**config.mk**
```make
export PLATFORM = sky130hd
export DESIGN_NAME = stopwatch_time_counter
export DESIGN_NICKNAME = d
export VERILOG_FILES = /design/src/rtl/stopwatch_time_counter.sv
export SDC_FILE = /design/constraint.sdc
export NUM_CORES = 1
export LEC_CHECK = 0
export ABC_AREA = 0
export CAP_MARGIN = 25
export CORE_ASPECT_RATIO = 1.1
export CORE_UTILIZATION = 45
export CTS_CLUSTER_SIZE = 40
export DETAILED_ROUTE_END_ITERATION = 16
export GPL_TIMING_DRIVEN = 0
export PLACE_DENSITY_LB_ADDON = 0.1
export REMOVE_ABC_BUFFERS = 1
export SLEW_MARGIN = 0
export SYNTH_ARGS = -nofsm -noshare
export SYNTH_HDL_FRONTEND = slang
export SYNTH_SLANG_ARGS = --single-unit
export TNS_END_PERCENT = 1
```
**constraint.sdc**
```tcl
create_clock -name clk -period 3.8 [get_ports clk]
set_clock_uncertainty 0.05 [all_clocks]
set_input_delay 0.57 -clock clk [delete_from_list [all_inputs] [get_ports clk]]
set_output_delay 0.57 -clock clk [all_outputs]
set_load 0.005 [all_outputs]
```
**src/rtl/stopwatch_time_counter.sv**
```systemverilog
`default_nettype none
// ============================================================================
// Module      : stopwatch_time_counter
// Description : Counts 10 ms ticks into packed-BCD MM:SS.CC and owns the
//               IDLE / RUN / PAUSE control FSM of the stopwatch. It gates the
//               upstream tick generator (enable in RUN, clear in IDLE) and
//               drives the 7-segment display mux with BCD digits.
//
// Parameters  : MAX_MIN - highest minute value before rollover (1..99)
//               WRAP    - 1: wrap MAX_MIN:59.99 -> 00:00.00 and keep running
//                         0: saturate at MAX_MIN:59.99 and enter PAUSE
//
// Ports       : clk        in   system clock
//               rst        in   synchronous active-high reset
//               tick       in   one-cycle count pulse (counted only in RUN)
//               start_stop in   one-cycle pulse, toggles run/pause
//               clear      in   one-cycle pulse, zeroes the count in PAUSE
//               lap        in   one-cycle pulse, lap hold toggle (optional)
//               tick_ena   out  tick generator enable, 1 only in RUN
//               tick_clear out  tick generator clear, 1 only in IDLE
//               running    out  1 in RUN
//               rollover   out  one-cycle pulse when the maximum is passed
//               lap_active out  display frozen by lap hold
//               disp_cs    out  centiseconds {tens,ones} BCD
//               disp_sec   out  seconds {tens,ones} BCD
//               disp_min   out  minutes {tens,ones} BCD
//
// Option      : `define STOPWATCH_LAP_HOLD_EN to enable the lap-hold display
//               freeze. Without it lap is ignored and lap_active is 0.
//
// Revision    : 1.0 - initial release
// ============================================================================
module stopwatch_time_counter #(
    parameter int MAX_MIN = 59,
    parameter bit WRAP    = 1'b1
) (
    input  logic       clk,
    input  logic       rst,
    input  logic       tick,
    input  logic       start_stop,
    input  logic       clear,
    input  logic       lap,
    output logic       tick_ena,
    output logic       tick_clear,
    output logic       running,
    output logic       rollover,
    output logic       lap_active,
    output logic [7:0] disp_cs,
    output logic [7:0] disp_sec,
    output logic [7:0] disp_min
);

    localparam logic [1:0] c_ST_IDLE  = 2'd0;
    localparam logic [1:0] c_ST_RUN   = 2'd1;
    localparam logic [1:0] c_ST_PAUSE = 2'd2;

    localparam logic [3:0] c_MAX_MIN_TENS = 4'(MAX_MIN / 10);
    localparam logic [3:0] c_MAX_MIN_ONES = 4'(MAX_MIN % 10);

    // Full count as {min_t, min_o, sec_t, sec_o, cs_t, cs_o}, one nibble each.
    localparam logic [23:0] c_MAX_COUNT = {c_MAX_MIN_TENS, c_MAX_MIN_ONES,
                                           4'd5, 4'd9, 4'd9, 4'd9};

    logic [1:0]  r_state;
    logic [23:0] r_count;
    logic        r_rollover;
    logic [23:0] w_count_inc;
    logic [23:0] w_disp;
    logic        w_at_max;

    assign w_at_max = (r_count == c_MAX_COUNT);

    // One BCD step with ripple carry; w_at_max is handled before this is
    // used, so minute tens never has to step past 9.
    always_comb begin
        w_count_inc = r_count;
        if (r_count[3:0] != 4'd9) begin
            w_count_inc[3:0] = r_count[3:0] + 4'd1;
        end else begin
            w_count_inc[3:0] = 4'd0;
            if (r_count[7:4] != 4'd9) begin
                w_count_inc[7:4] = r_count[7:4] + 4'd1;
            end else begin
                w_count_inc[7:4] = 4'd0;
                if (r_count[11:8] != 4'd9) begin
                    w_count_inc[11:8] = r_count[11:8] + 4'd1;
                end else begin
                    w_count_inc[11:8] = 4'd0;
                    if (r_count[15:12] != 4'd5) begin
                        w_count_inc[15:12] = r_count[15:12] + 4'd1;
                    end else begin
                        w_count_inc[15:12] = 4'd0;
                        if (r_count[19:16] != 4'd9) begin
                            w_count_inc[19:16] = r_count[19:16] + 4'd1;
                        end else begin
                            w_count_inc[19:16] = 4'd0;
                            w_count_inc[23:20] = r_count[23:20] + 4'd1;
                        end
                    end
                end
            end
        end
    end

    always_ff @(posedge clk) begin
        if (rst) begin
            r_state    <= c_ST_IDLE;
            r_count    <= '0;
            r_rollover <= 1'b0;
        end else begin
            r_rollover <= 1'b0;
            case (r_state)
                c_ST_IDLE: begin
                    if (start_stop) r_state <= c_ST_RUN;
                end
                c_ST_RUN: begin
                    if (tick) begin
                        if (w_at_max) begin
                            r_rollover <= 1'b1;
                            if (WRAP) r_count <= '0;
                            else      r_state <= c_ST_PAUSE;
                        end else begin
                            r_count <= w_count_inc;
                        end
                    end
                    // A tick in the same cycle is still counted above.
                    if (start_stop) r_state <= c_ST_PAUSE;
                end
                c_ST_PAUSE: begin
                    // clear has priority over start_stop.
                    if (clear) begin
                        r_state <= c_ST_IDLE;
                        r_count <= '0;
                    end else if (start_stop) begin
                        r_state <= c_ST_RUN;
                    end
                end
                default: r_state <= c_ST_IDLE;
            endcase
        end
    end

`ifdef STOPWATCH_LAP_HOLD_EN
    logic        r_lap_active;
    logic [23:0] r_lap_snap;

    always_ff @(posedge clk) begin
        if (rst) begin
            r_lap_active <= 1'b0;
            r_lap_snap   <= '0;
        end else if (r_state == c_ST_PAUSE && clear) begin
            r_lap_active <= 1'b0;
        end else if (r_state == c_ST_RUN && lap) begin
            r_lap_active <= ~r_lap_active;
            // Freeze the value shown on the lap edge, before any tick update.
            if (!r_lap_active) r_lap_snap <= r_count;
        end
    end

    assign lap_active = r_lap_active;
    assign w_disp     = r_lap_active ? r_lap_snap : r_count;
`else
    logic w_lap_unused;
    assign w_lap_unused = lap;
    assign lap_active   = 1'b0;
    assign w_disp       = r_count;
`endif

    assign tick_ena   = (r_state == c_ST_RUN);
    assign running    = (r_state == c_ST_RUN);
    assign tick_clear = (r_state == c_ST_IDLE);
    assign rollover   = r_rollover;
    assign disp_min   = w_disp[23:16];
    assign disp_sec   = w_disp[15:8];
    assign disp_cs    = w_disp[7:0];

endmodule
`default_nettype wire

```
==> impl_metrics.env <==
export IMPL_status="finished, final reports clean"
export IMPL_start_util_pct=48.00
export IMPL_grt_pass1_wl_um=5733
export IMPL_cts_resized=0
export IMPL_numCtsBuffers=3
export IMPL_p_leak_nw=0.7893
export IMPL_period_needed_ns=2.291
export IMPL_clock_sinks=27
export IMPL_antenna_found_initial=0
export IMPL_crit_path_end_kind="primary output"
export IMPL_p_comb_share_pct=25.3
export IMPL_cts_max_level=1
export IMPL_hold_class="reg2reg"
export IMPL_layout_cells_non_filler=272
export IMPL_drc=0
export IMPL_intPower_mw=0.4131
export IMPL_clockPowerShare_pct=21.5
export IMPL_vias=1471
export IMPL_rsz0062_at_grt="no"
export IMPL_syn_area_um2=1625
export IMPL_drv_cap=0
export IMPL_grt_overflow=0
export IMPL_cts_hold_buffers=0
export IMPL_die_h_um=65.03
export IMPL_syn_instance_count=193
export IMPL_ios=35
export IMPL_cts_clk_slew_worst_paths_ns=0.14
export IMPL_yosysWarnings=0
export IMPL_hold_viol_final=0
export IMPL_clock_fmax_mhz=436.5
export IMPL_gp_congestion=0.7846
export IMPL_grt_use_met1_pct=23.11
export IMPL_nNetsFinal=247
export IMPL_place_hpwl_um=2478
export IMPL_cts_tree="done"
export IMPL_netlist_cell_type_count=42
export IMPL_seq_area_frac_synth_pct=33.26
export IMPL_drt_iter0_drc=91
export IMPL_pwr_share_seq_pct=53.2
export IMPL_clockRootBuffer="clkbuf_4"
export IMPL_start_kind="register"
export IMPL_ir_drop_mv=0.1653
export IMPL_critPathKind="reg2out"
export IMPL_die_area_um2=3856
export IMPL_p_sw_mw=0.1862
export IMPL_worst_slew_pin_slew_ns=0.5954
export IMPL_routed_via_density=5.408
export IMPL_drt_wl_total_um=3371
export IMPL_die_x_um=59.30
export IMPL_whs_ns=0.4697
export IMPL_fillers=321
export IMPL_maxSlewHeadroom_pct=60.27
export IMPL_ant_nets=0
export IMPL_required_ns=3.18
export IMPL_ctsLongestPathBuffers=2
export IMPL_area_growth_pct=24.10
export IMPL_grt_pass1_vias=1338
export IMPL_clock_latency_ns=0.33
export IMPL_cp_max_fo=10
export IMPL_fin_util_pct=59.57
export IMPL_core_area_um2=3386
export IMPL_drt_pass1_iterations=4
export IMPL_design_area_um2=2017
export IMPL_wl_per_cell_um=12.39
export IMPL_met2_usage_pct=33.99
export IMPL_syn_area_per_cell_um2=8.421
export IMPL_use_met3_pct=1.796
export IMPL_top_usage_layer="met2"
export IMPL_r2r_start="r_state[0]$_SDFFE_PP0P_"
export IMPL_p_sw_share_pct=31.07
export IMPL_p_per_area_nw_per_um2=297.2
export IMPL_hold_end="r_count[15]$_SDFFE_PP0P_"
export IMPL_cts_setup_buffers=0
export IMPL_reg2regPathDepth=7
export IMPL_synth_seq_cells=27
export IMPL_rows=22
export IMPL_min_delay_path_depth=2
export IMPL_multiInputGateArea_um2=994.7
export IMPL_diodes=0
export IMPL_grt_max_degree=30
export IMPL_fin_setup_tns_ns=0
export IMPL_r2r_end="r_count[11]$_SDFFE_PP0P_"
export IMPL_maxSlewViolCount=0
export IMPL_setup_violations_final=0
export IMPL_placedCellCount=267
export IMPL_io_buffers=32
export IMPL_post_route_period_util_pct=60.29
export IMPL_rrSetupSlack_ns=1.53
export IMPL_grt_util_all_layers_pct=19.26
export IMPL_placed_area_um2=1976
export IMPL_cp_arrival_ns=1.67
export IMPL_min_from="r_count[15]$_SDFFE_PP0P_"
export IMPL_regArea_um2=540.5
export IMPL_layout_drive_gt1_share_pct=5.804
==> kinds of logic after synthesis <==
logic type | share of synthesized area (%)
AOI/OAI and AO/OA | 18.01
adders and majority gates | 12.32
buffers and inverters | 5.542
DFF | 33.26
muxes | 2.464
other | 0.2307
and+or+nand+nor | 28.18
==> power groups by stage <==
stage	Sequential [mW]	Combinational, mW	Clock, mW
detailed placement	0.325	0.150	0
global placement	0.324	0.145	0
finish	0.319	0.152	0.129
floorplan	0.323	0.0877	0
global route	0.323	0.171	0.149
CTS	0.319	0.151	0.134
==> metal layers <==
metal / routed length [um] / up-vias
met5: 0 / -
met4: 63 / 0
met3: 85 / 6
met2: 1674 / 33
met1: 1548 / 682
li1: - / 750
==> synth_stat cells, drive strengths merged <==
cell | count | share of area, %
dfxtp | 27 | 33
nor2 | 21 | 4.9
a21oi | 17 | 5.2
ha | 16 | 12
inv | 16 | 3.7
nand3 | 11 | 3.7
o21ai | 11 | 3.6
nand2 | 6 | 1.4
nand2b | 6 | 2.3
nand3b | 6 | 4.3
nor2b | 5 | 1.9
nor3 | 5 | 1.8
or4 | 5 | 2.3
clkbuf | 4 | 0.92
mux2i | 4 | 2.5
a211oi | 3 | 1.4
o31ai | 3 | 1.4
a31oi | 2 | 0.77
and3 | 2 | 0.77
buf | 2 | 0.92
nand4b | 2 | 1.1
o21a | 2 | 0.92
o32ai | 2 | 1.1
or3 | 2 | 0.77
a2111oi | 1 | 0.54
a21boi | 1 | 0.46
a21o | 1 | 0.46
a31o | 1 | 0.54
and3b | 1 | 0.62
conb | 1 | 0.23
nor4 | 1 | 0.77
o2111ai | 1 | 0.54
o22a | 1 | 0.54
o41ai | 1 | 0.54
or2 | 1 | 0.39
or3b | 1 | 0.54
or4b | 1 | 0.62
==> worst max-delay path: stages (launching register included) <==
cell and delay [ns]:
dfxtp_1 0.36, inv_1 0.07, ha_1 0.34, clkdlybuf4s50_1 0.57
==> layout by cell type (no fill, tap or decap), types with 2 or more instances in the layout <==
| cell | Yosys | routed |
|---|---|---|
| clkdlybuf4s50_1 | 0 | 32 |
| dfxtp_1 | 27 | 27 |
| nor2_1 | 21 | 21 |
| a21oi_1 | 17 | 17 |
| ha_1 | 16 | 16 |
| inv_1 | 15 | 15 |
| nand3_1 | 10 | 10 |
| o21ai_0 | 10 | 10 |
| nand2b_1 | 6 | 6 |
| nand2_1 | 6 | 6 |
| nor2b_1 | 5 | 5 |
| or4_1 | 5 | 5 |
| nand3b_1 | 4 | 4 |
| mux2i_1 | 4 | 4 |
| nor3_1 | 4 | 4 |
| o31ai_1 | 3 | 3 |
| a211oi_1 | 3 | 3 |
| clkbuf_4 | 0 | 3 |
| nand3b_4 | 2 | 2 |
| nand4b_1 | 2 | 2 |
| and3_1 | 2 | 2 |
| o21a_1 | 2 | 2 |
| o32ai_1 | 2 | 2 |
| or3_1 | 2 | 2 |
| a31oi_1 | 2 | 2 |
==> state kept, by name (all words and copies together) (netlist names) <==
register	cells
rollover	1
r_count	24
r_state	2
==> worst max path at each step <==
| stage | endpoint | start | depth (start not counted) |
|---|---|---|---|
| after floorplan | r_count[15]$_SDFFE_PP0P_ | r_state[0]$_SDFFE_PP0P_ | 7 |
| after global placement | r_count[23]$_SDFFE_PP0P_ | rst | 6 |
| after detailed placement | r_count[23]$_SDFFE_PP0P_ | rst | 6 |
| after CTS | r_count[23]$_SDFFE_PP0P_ | rst | 6 |
| after global routing | r_count[6]$_SDFFE_PP0P_ | r_state[0]$_SDFFE_PP0P_ | 6 |
| final | running | r_state[1]$_SDFFE_PP0P_ | 3 |
==> through the flow <==
stage | setup WS, ns | power, mW
after floorplan | 1.851 | 0.4109
after global placement | 1.052 | 0.4690
after detailed placement | 1.029 | 0.4756
after CTS | 1.417 | 0.6045
after global routing | 1.323 | 0.6431
final | 1.509 | 0.5993
==> cell type report <==
| type | instances | share of cell area, % |
|---|---|---|
| inverters | 16 | 2.978 |
| repair buffers | 33 | 16.63 |
| flip-flops and latches | 27 | 26.80 |
| clock buffers | 4 | 1.303 |
| multi-input cells | 144 | 49.32 |
| well taps | 48 | 2.978 |
Power figures use the tool's default switching activity.
